--- src/rtl/bcd_seq_pkg.sv ---
// Shared definitions for the sequential binary-to-BCD converter:
// FSM state encodings, digit width and the digit-capacity check.
package bcd_seq_pkg;

   localparam int BCD_DIG_W = 4;

   typedef enum logic [1:0] {
      ST_IDLE  = 2'd0,
      ST_SHIFT = 2'd1,
      ST_DONE  = 2'd2
   } state_t;

   // True when DIG_NUM decimal digits can hold the largest magnitude the
   // converter can produce (2^bw-1 unsigned, 2^(bw-1) in signed mode).
   function automatic bit bcd_fits(input int bw, input int dig, input int signed_en);
      logic [127:0] pow10;
      logic [127:0] max_mag;
      pow10 = 128'd1;
      for (int i = 0; i < dig; i++) begin
         pow10 = pow10 * 128'd10;
      end
      if (signed_en != 0) begin
         max_mag = 128'd1 << (bw - 1);
      end else begin
         max_mag = (128'd1 << bw) - 128'd1;
      end
      return (pow10 > max_mag);
   endfunction

endpackage

--- src/rtl/bcd_dabble_step.sv ---
// One double-dabble step: add 3 to every BCD digit that is 5 or more, then
// shift the accumulator left by one, taking the next binary bit into bit 0.
module bcd_dabble_step
   import bcd_seq_pkg::*;
#(
   parameter int DIG_NUM = 3
) (
   input  logic [BCD_DIG_W*DIG_NUM-1:0] acc,
   input  logic                         bit_in,
   output logic [BCD_DIG_W*DIG_NUM-1:0] acc_out
);

   localparam int ACC_W = BCD_DIG_W * DIG_NUM;

   logic [ACC_W-1:0] corr;

   // Per-digit add-3 correction followed by the one-bit shift.
   always_comb begin
      corr = '0;
      for (int d = 0; d < DIG_NUM; d++) begin
         if (acc[d*BCD_DIG_W +: BCD_DIG_W] >= 4'd5) begin
            corr[d*BCD_DIG_W +: BCD_DIG_W] = acc[d*BCD_DIG_W +: BCD_DIG_W] + 4'd3;
         end else begin
            corr[d*BCD_DIG_W +: BCD_DIG_W] = acc[d*BCD_DIG_W +: BCD_DIG_W];
         end
      end
      acc_out = {corr[ACC_W-2:0], bit_in};
   end

endmodule

--- src/rtl/bcd_seq.sv ---
// Iterative binary-to-BCD converter, one double-dabble step per clock.
// Handshake: a word transfers on a rising edge where valid and ready are both
// high; ready/valid here decode the FSM state only, so neither output depends
// combinationally on i_valid or i_ready. Upstream must hold i_bin until o_ready.
module bcd_seq
   import bcd_seq_pkg::*;
#(
   parameter int BIN_WIDTH = 8,
   parameter int DIG_NUM   = 3,
   parameter int SIGNED_EN = 0
) (
   input  logic                         i_clk,
   input  logic                         i_rst,
   input  logic                         i_valid,
   output logic                         o_ready,
   input  logic [BIN_WIDTH-1:0]         i_bin,
   output logic                         o_valid,
   input  logic                         i_ready,
   output logic [BCD_DIG_W*DIG_NUM-1:0] o_bcd,
   output logic                         o_sign,
   output state_t                       o_dbg_state
);

   localparam int ACC_W = BCD_DIG_W * DIG_NUM;
   localparam int CNT_W = $clog2(BIN_WIDTH + 1);

   generate
      if (!bcd_fits(BIN_WIDTH, DIG_NUM, SIGNED_EN)) begin : g_cap_err
         $error("bcd_seq: DIG_NUM too small for the largest BIN_WIDTH magnitude");
      end
   endgenerate

   state_t               state_q;
   state_t               state_nxt;
   logic [BIN_WIDTH-1:0] bin_q;
   logic [ACC_W-1:0]     acc_q;
   logic [ACC_W-1:0]     acc_nxt;
   logic [CNT_W-1:0]     cnt_q;
   logic                 sign_q;
   logic [ACC_W-1:0]     bcd_q;
   logic                 sign_out_q;

   logic                 accept;
   logic                 last_step;
   logic                 in_neg;
   logic [BIN_WIDTH-1:0] in_mag;

   assign accept    = (state_q == ST_IDLE) && i_valid;
   assign last_step = (state_q == ST_SHIFT) && (cnt_q == CNT_W'(1));

   // Negative inputs are converted to their magnitude; the most negative value
   // negates to 2^(BIN_WIDTH-1), which still fits as an unsigned word.
   assign in_neg = (SIGNED_EN != 0) && i_bin[BIN_WIDTH-1];
   assign in_mag = in_neg ? ((~i_bin) + {{(BIN_WIDTH-1){1'b0}}, 1'b1}) : i_bin;

   bcd_dabble_step #(
      .DIG_NUM (DIG_NUM)
   ) u_step (
      .acc     (acc_q),
      .bit_in  (bin_q[BIN_WIDTH-1]),
      .acc_out (acc_nxt)
   );

   // State register.
   always_ff @(posedge i_clk) begin
      if (i_rst) begin
         state_q <= ST_IDLE;
      end else begin
         state_q <= state_nxt;
      end
   end

   // Next-state decode: IDLE -> SHIFT on accept, SHIFT -> DONE on the last
   // step, DONE -> IDLE when downstream takes the result.
   always_comb begin
      state_nxt = state_q;
      case (state_q)
         ST_IDLE:  if (i_valid)   state_nxt = ST_SHIFT;
         ST_SHIFT: if (last_step) state_nxt = ST_DONE;
         ST_DONE:  if (i_ready)   state_nxt = ST_IDLE;
         default:  state_nxt = ST_IDLE;
      endcase
   end

   // Datapath: load on accept, one shift/add-3 per SHIFT cycle, capture the
   // finished accumulator and sign into the output registers on the last step.
   always_ff @(posedge i_clk) begin
      if (i_rst) begin
         bin_q      <= '0;
         acc_q      <= '0;
         cnt_q      <= '0;
         sign_q     <= 1'b0;
         bcd_q      <= '0;
         sign_out_q <= 1'b0;
      end else if (accept) begin
         bin_q  <= in_mag;
         acc_q  <= '0;
         cnt_q  <= CNT_W'(BIN_WIDTH);
         sign_q <= in_neg;
      end else if (state_q == ST_SHIFT) begin
         bin_q <= {bin_q[BIN_WIDTH-2:0], 1'b0};
         acc_q <= acc_nxt;
         cnt_q <= cnt_q - CNT_W'(1);
         if (last_step) begin
            bcd_q      <= acc_nxt;
            sign_out_q <= sign_q;
         end
      end
   end

   assign o_ready     = (state_q == ST_IDLE);
   assign o_valid     = (state_q == ST_DONE);
   assign o_bcd       = bcd_q;
   assign o_sign      = (SIGNED_EN != 0) ? sign_out_q : 1'b0;
   assign o_dbg_state = state_q;

endmodule

--- config.mk ---
export PLATFORM = sky130hd
export DESIGN_NAME = bcd_seq
export DESIGN_NICKNAME = d
export VERILOG_FILES = /design/src/rtl/bcd_seq_pkg.sv /design/src/rtl/bcd_dabble_step.sv /design/src/rtl/bcd_seq.sv
export SDC_FILE = /design/constraint.sdc
export NUM_CORES = 1
export LEC_CHECK = 0
export ABC_AREA = 0
export BUFFER_PORTS_ARGS = -buffer_cell sky130_fd_sc_hd__buf_2
export CELL_PAD_IN_SITES_DETAIL_PLACEMENT = 1
export CELL_PAD_IN_SITES_GLOBAL_PLACEMENT = 1
export CORE_ASPECT_RATIO = 1.25
export CORE_MARGIN = 10
export CORE_UTILIZATION = 37
export DETAILED_ROUTE_END_ITERATION = 12
export PLACE_DENSITY_LB_ADDON = 0.1
export SKIP_CTS_REPAIR_TIMING = 1
export SYNTH_ARGS = -nofsm -noshare
export SYNTH_HDL_FRONTEND = slang
export SYNTH_SLANG_ARGS = --single-unit
--- constraint.sdc ---
create_clock -name i_clk -period 1.35 [get_ports i_clk]
set_input_delay 0.135 -clock i_clk [delete_from_list [all_inputs] [get_ports i_clk]]
set_output_delay 0.135 -clock i_clk [all_outputs]
set_load 0.005 [all_outputs]
== Yosys cells after proc, flatten, opt, wreduce, memory -nomap -nowiden ==
Cells that the tools add are included.

* Shift operators: 0
* Divide/modulo/power cells: 0
* $mul: 0
* Order comparisons: 3
* Bitwise logic cells: 1
* Multiplexer cells: 11
* $add $sub $neg: 4
* Reductions and logical operators: 7
* Equality and inequality tests: 6

{| class="wikitable"
|+ Operators by type and width
! kind !! count
|-
| 4-bit two-way mux || 4
|-
| 8-bit two-way mux || 2
|-
| 4-bit by 3-bit >= comparator with 1-bit output (second input constant) || 3
|-
| 4-bit by 2-bit adder with 4-bit output (second input constant) || 2
|-
| 2-bit two-way mux || 3
|-
| 2-bit one-hot mux with 3 select lines || 1
|-
| 3-bit AND reduction || 2
|-
| 4-bit by 1-bit == test with 1-bit output (second input constant) || 1
|-
| 2-bit inequality test (second input constant) || 2
|-
| 4-bit by 1-bit subtractor with 4-bit output (second input constant) || 1
|-
| 3-bit by 2-bit adder with 3-bit output (second input constant) || 1
|-
| 3-bit two-way mux || 1
|-
| 2-bit by 1-bit == test with 1-bit output (second input constant) || 1
|-
| 2-bit == test (second input constant) || 1
|-
| 1-bit logical AND || 2
|-
| 2-bit logical NOT || 1
|-
| 2-bit by 1-bit inequality test with 1-bit output (second input constant) || 1
|-
| 2-bit nonzero test || 1
|-
| 2-bit OR reduction || 1
|-
| 1-bit inverter || 1
|}

* Output and inout port bits: 17
* Bits in registers: 38
* Input bits: 12
* Memories kept: 0
* Memory bits (writable): 0
* Bits in read-only memories: 0
* Word-level logic and storage cells: 38
* Latch bits: 0

== Longest topological paths before layout ==
* Depth in word-level cells: 4
* Mapped depth: 7
* Gate-level depth less buffers: 6

== Cells and area by module ==
Synthesis repeated with hierarchy kept, for this count alone.

* Cell total of the unflattened synthesis: 225
* Area, all modules: 1934.4 sq um

{| class="wikitable"
|+ By module, submodules not included
! module !! sequential area each (sq um) !! area each (sq um) !! times used !! cells each
|-
| bcd_seq || 760.7 || 1642.8 || 1 || 180
|-
| bcd_dabble_step || 0.0 || 291.5 || 1 || 45
|}

== Worst setup path before layout ==
Ideal clock, no wire load.

* Path kind: flip-flop to flip-flop
* Start: register acc_q[4]
* End: register bcd_q[6] (netlist: o_bcd[6])
* Buffers on the path: 0
* Required time: 1.276 ns
* Cell stages (with the launch flop): 7
* Clock period less this slack: 1.436 ns
* Data arrival time: 1.362 ns
* Setup time: 0.074 ns
* Path slack: -0.086 ns
* Path through: dfxtp_1 -> inv_1 -> ha_1 -> nand2b_1 -> a21oi_1 -> mux2_2 -> o21ai_0

* Cells in the longest elaborated chain, start to end: 2
* Elaborated cells between the ends (all ways): 3
* Classes of those cells: add/sub: 1; order compare: 1; mux: 1

{| class="wikitable"
|+ Ends and longest elaborated chain
! item !! RTL line !! RTL
|-
| from (decl) || bcd_seq.sv:36 || <nowiki>logic [ACC_W-1:0] acc_q;</nowiki>
|-
| from (signal assigned) || bcd_seq.sv:102 || <nowiki>acc_q <= acc_nxt;</nowiki>
|-
| 4-bit by 2-bit adder with 4-bit output / 4-bit by 3-bit >= comparator with 1-bit output (equally long branches) || bcd_dabble_step.sv:22, bcd_dabble_step.sv:21 ||
|-
| 4-bit two-way mux (*) || bcd_dabble_step.sv:21 || <nowiki>if (acc[d*BCD_DIG_W +: BCD_DIG_W] >= 4'd5) begin</nowiki>
|-
| to (signal assigned) || bcd_seq.sv:105 || <nowiki>bcd_q <= acc_nxt;</nowiki>
|-
| to (decl) || bcd_seq.sv:40 || <nowiki>logic [ACC_W-1:0] bcd_q;</nowiki>
|}

Every way passes the cells marked *; elsewhere a longest branch is shown, timed or not.
A chain may end at the register's enable or synchronous reset.

== Worst setup path after layout ==
* Start: register acc_q[5]
* End: register bcd_q[6] (netlist: o_bcd[6])

Same word-level chain as after synthesis.

==> impl_metrics.yaml <==
run_status:
  status: "finished with violations"
  violations: "negative setup slack"
clock_tree:
  cts_tree: "yes"
  clock-root-buffer: "clkbuf_8"
  h-tree-depth: 2
  cts_made_buffers: 5
  insertion_delay_ns: 0.29
  clk_pin_slew_ns: 0.07
  clockBufferDepth: 2
  cts_sinks: 38
synth:
  synthCells: 198
  synth_edf_count: 0
  syn-cell-area_sq_um: 1720
  seq_area_frac_synth_pct: 44.1
  ys_types: 34
  async_reset_ff_share_pct: 0
  ys_ff_latch: 38
  syn_area_per_cell_sq_um: 8.71
  ys_warn_count: 0
  syn_nets: 218
  ys.flop_type: "dfxtp_1"
worst_setup_path:
  worstPathRequired_ns: 1.57
  cpMaxStageDelayCell: "dfxtp_2"
  worst-path-max-fanout: 3
  startpoint_type: "register"
  cp.arrival_ns: 1.64
  max_stage_delay_ns: 0.36
  worstRegToRegCells: 6
  r2r-start: "acc_q[5]"
  r2r_slack_ns: -0.07
  crit_chain: "inv_4, ha_4, nand2b_4, a21oi_4, mux2_4, o21ai_1"
  r2r-end: "o_bcd[6]"
  worstSetupPathType: "register to register"
  cp-end-kind: "register"
job:
  drv_cap: 0
floorplanning:
  die_w_microns: 81.1
  rows: 27
  core_sq_um: 4460
  initial_utilization_pct: 38.7
  design.die.area_sq_um: 7810
  io_pins: 29
  die_y_microns: 96.3
sta:
  rsz0062_at_grt: "true"
  final_period_minus_worst_setup_slack_ns: 1.42
  fmax_mhz: 706
  final_max_slew_viol_count: 0
  tns_ns: -0.280
  worst_clock_skew_ns: 0.00384
  hold_violations: 0
  setup_violations: 12
  fin_crit_sh_pct: 105
  final.setup.worst_slack_ns: -0.0674
routing:
  ant_nets: 0
  drt-initial-drc-count: 96
  drt-pass1-iter-count: 4
  viasPerCell: 5.24
  routed-via-count: 1672
  drc: 0
  wl_per_cell_microns: 18.5
  wirelength_microns: 5900
pwr:
  pwr-share-seq_pct: 49.6
  p_per_area_nw_per_um2: 928
  switchingPower_uw: 653
  vdd_drop_max_mv: 0.596
  p_leak_nw: 1.02
  clockPowerShare_pct: 33.5
  power_mw: 2.43
  pwr-share-comb_pct: 17.0
  p_int_mw: 1.77
  switching_share_pct: 26.9
final_layout:
  n_antenna_cell: 0
  final_nets: 280
  synthToLayoutAreaGrowth_pct: 51.5
  final_layout_size_suffix_gt1_share_pct: 55.6
min_path:
  hp-start: "i_rst"
  hold_end: "bin_q[3]"
  hold_class: "input port to register"
  hold_path_depth: 2
placed_design:
  gp_congestion: 0.818
  preCtsSetupSlack_ns: -0.135
  hpwl_microns: 3900
  portBuffers: 27
global_routing:
  grt-ovfl-total: 0
  antenna_found_initial: 0
  grt_start_max_net_pins: 16
  grt_pass1_vias: 1747
  grt_pass1_wl_microns: 8230
  grt_use_total_pct: 13.5
-- worst max-delay path by stage --
| stage | start | end |
|---|---|---|
| detailed placement | cnt_q[1] | o_bcd[4] |
| floorplan | acc_q[5] | o_bcd[6] |
| CTS | cnt_q[1] | o_bcd[8] |
| global placement | acc_q[5] | acc_q[5] |
| finish | acc_q[5] | o_bcd[6] |
| global route | cnt_q[1] | o_bcd[2] |
-- per-layer routing --
| layer | routed length (microns) | global-route usage (%) |
|---|---|---|
| met5 | 0 | 0 |
| met4 | 113 | 6.65 |
| met3 | 211 | 4.01 |
| met2 | 3170 | 24.3 |
| met1 | 2400 | 13.8 |
-- kinds of logic after synthesis --
kind of cell             Yosys count  share of synthesized area (%)
multiplexers                       3                           1.96
XOR/XNOR                           5                           2.54
adder cells (fa/ha/maj)            8                           5.81
AND/OR/NAND/NOR                   70                           20.5
other                              1                          0.217
AO/OA/AOI/OAI                     54                           18.9
flip-flops                        38                           44.1
buffers and inverters             19                           5.88
-- layout by cell type (no fill, tap or decap), types with 7 or more instances in the layout --
master   synthesis  final
buf_4            3     34
dfxtp_1         38     27
dfxtp_2          0     11
nand2_1         24     23
buf_2            3     27
nor2_1          15     11
a22oi_1          7      7
a21oi_1         21     12
-- registers in the layout (all words and copies together), names as in the netlist --
name and count:
o_dbg_state 2, bin_q 8, acc_q 12, o_bcd 12, cnt_q 4
-- cell type report --
cell class,instances,area [sq um]
clock buffers,7,86.3
clock inverters,1,5.00
fillers,521,1850
inverters,8,35.0
multi-input cells,141,1190
flip-flops and latches,38,774
well taps,58,72.6
repair buffers,66,450
-- critical path: cells and delay by family, from the launching register on --
kind / cells / cell delay [ns]
AOI/OAI and AO/OA: 2 / 0.31
adders and majority gates: 1 / 0.15
DFF: 1 / 0.36
and+or+nand+nor: 1 / 0.14
muxes: 1 / 0.33
buffers and inverters: 1 / 0.06
-- synthesized netlist by cell type, types with 5 or more instances --
library cell / count / area share, %
nand2_1: 24 / 5.2
nand3b_1: 6 / 2.6
a211oi_1: 7 / 3.0
inv_1: 8 / 1.7
nand2b_1: 6 / 2.2
ha_1: 8 / 5.8
nor3b_1: 5 / 2.2
dfxtp_1: 38 / 44
a21oi_1: 21 / 6.1
a22oi_1: 7 / 3.0
o22ai_1: 5 / 1.8
o21ai_0: 11 / 3.2
nor2_1: 15 / 3.3
-- metrics by stage --
step / hold slack, ns / utilization (%) / cell area [sq um] / std cells
3_3_place_gp: 0.383 / 48.0 / 2140 / 306
2_1_floorplan: 0.225 / - / 1750 / 198
6_report: 0.0872 / 58.6 / 2610 / 319
4_1_cts: 0.0788 / 50.1 / 2230 / 314
5_1_grt: 0.0817 / 58.6 / 2610 / 319
3_5_place_dp: 0.387 / 48.0 / 2140 / 306
-- power groups by stage --
| stage | Combinational, mW | Clock [mW] | Sequential, mW |
|---|---|---|---|
| finish | 0.412 | 0.812 | 1.20 |
| floorplan | 0.183 | 0 | 1.21 |
| global route | 0.449 | 0.888 | 1.21 |
| detailed placement | 0.322 | 0 | 1.22 |
| CTS | 0.323 | 0.822 | 1.19 |
| global placement | 0.307 | 0 | 1.21 |
No activity file was read; power rests on OpenSTA's default activity.
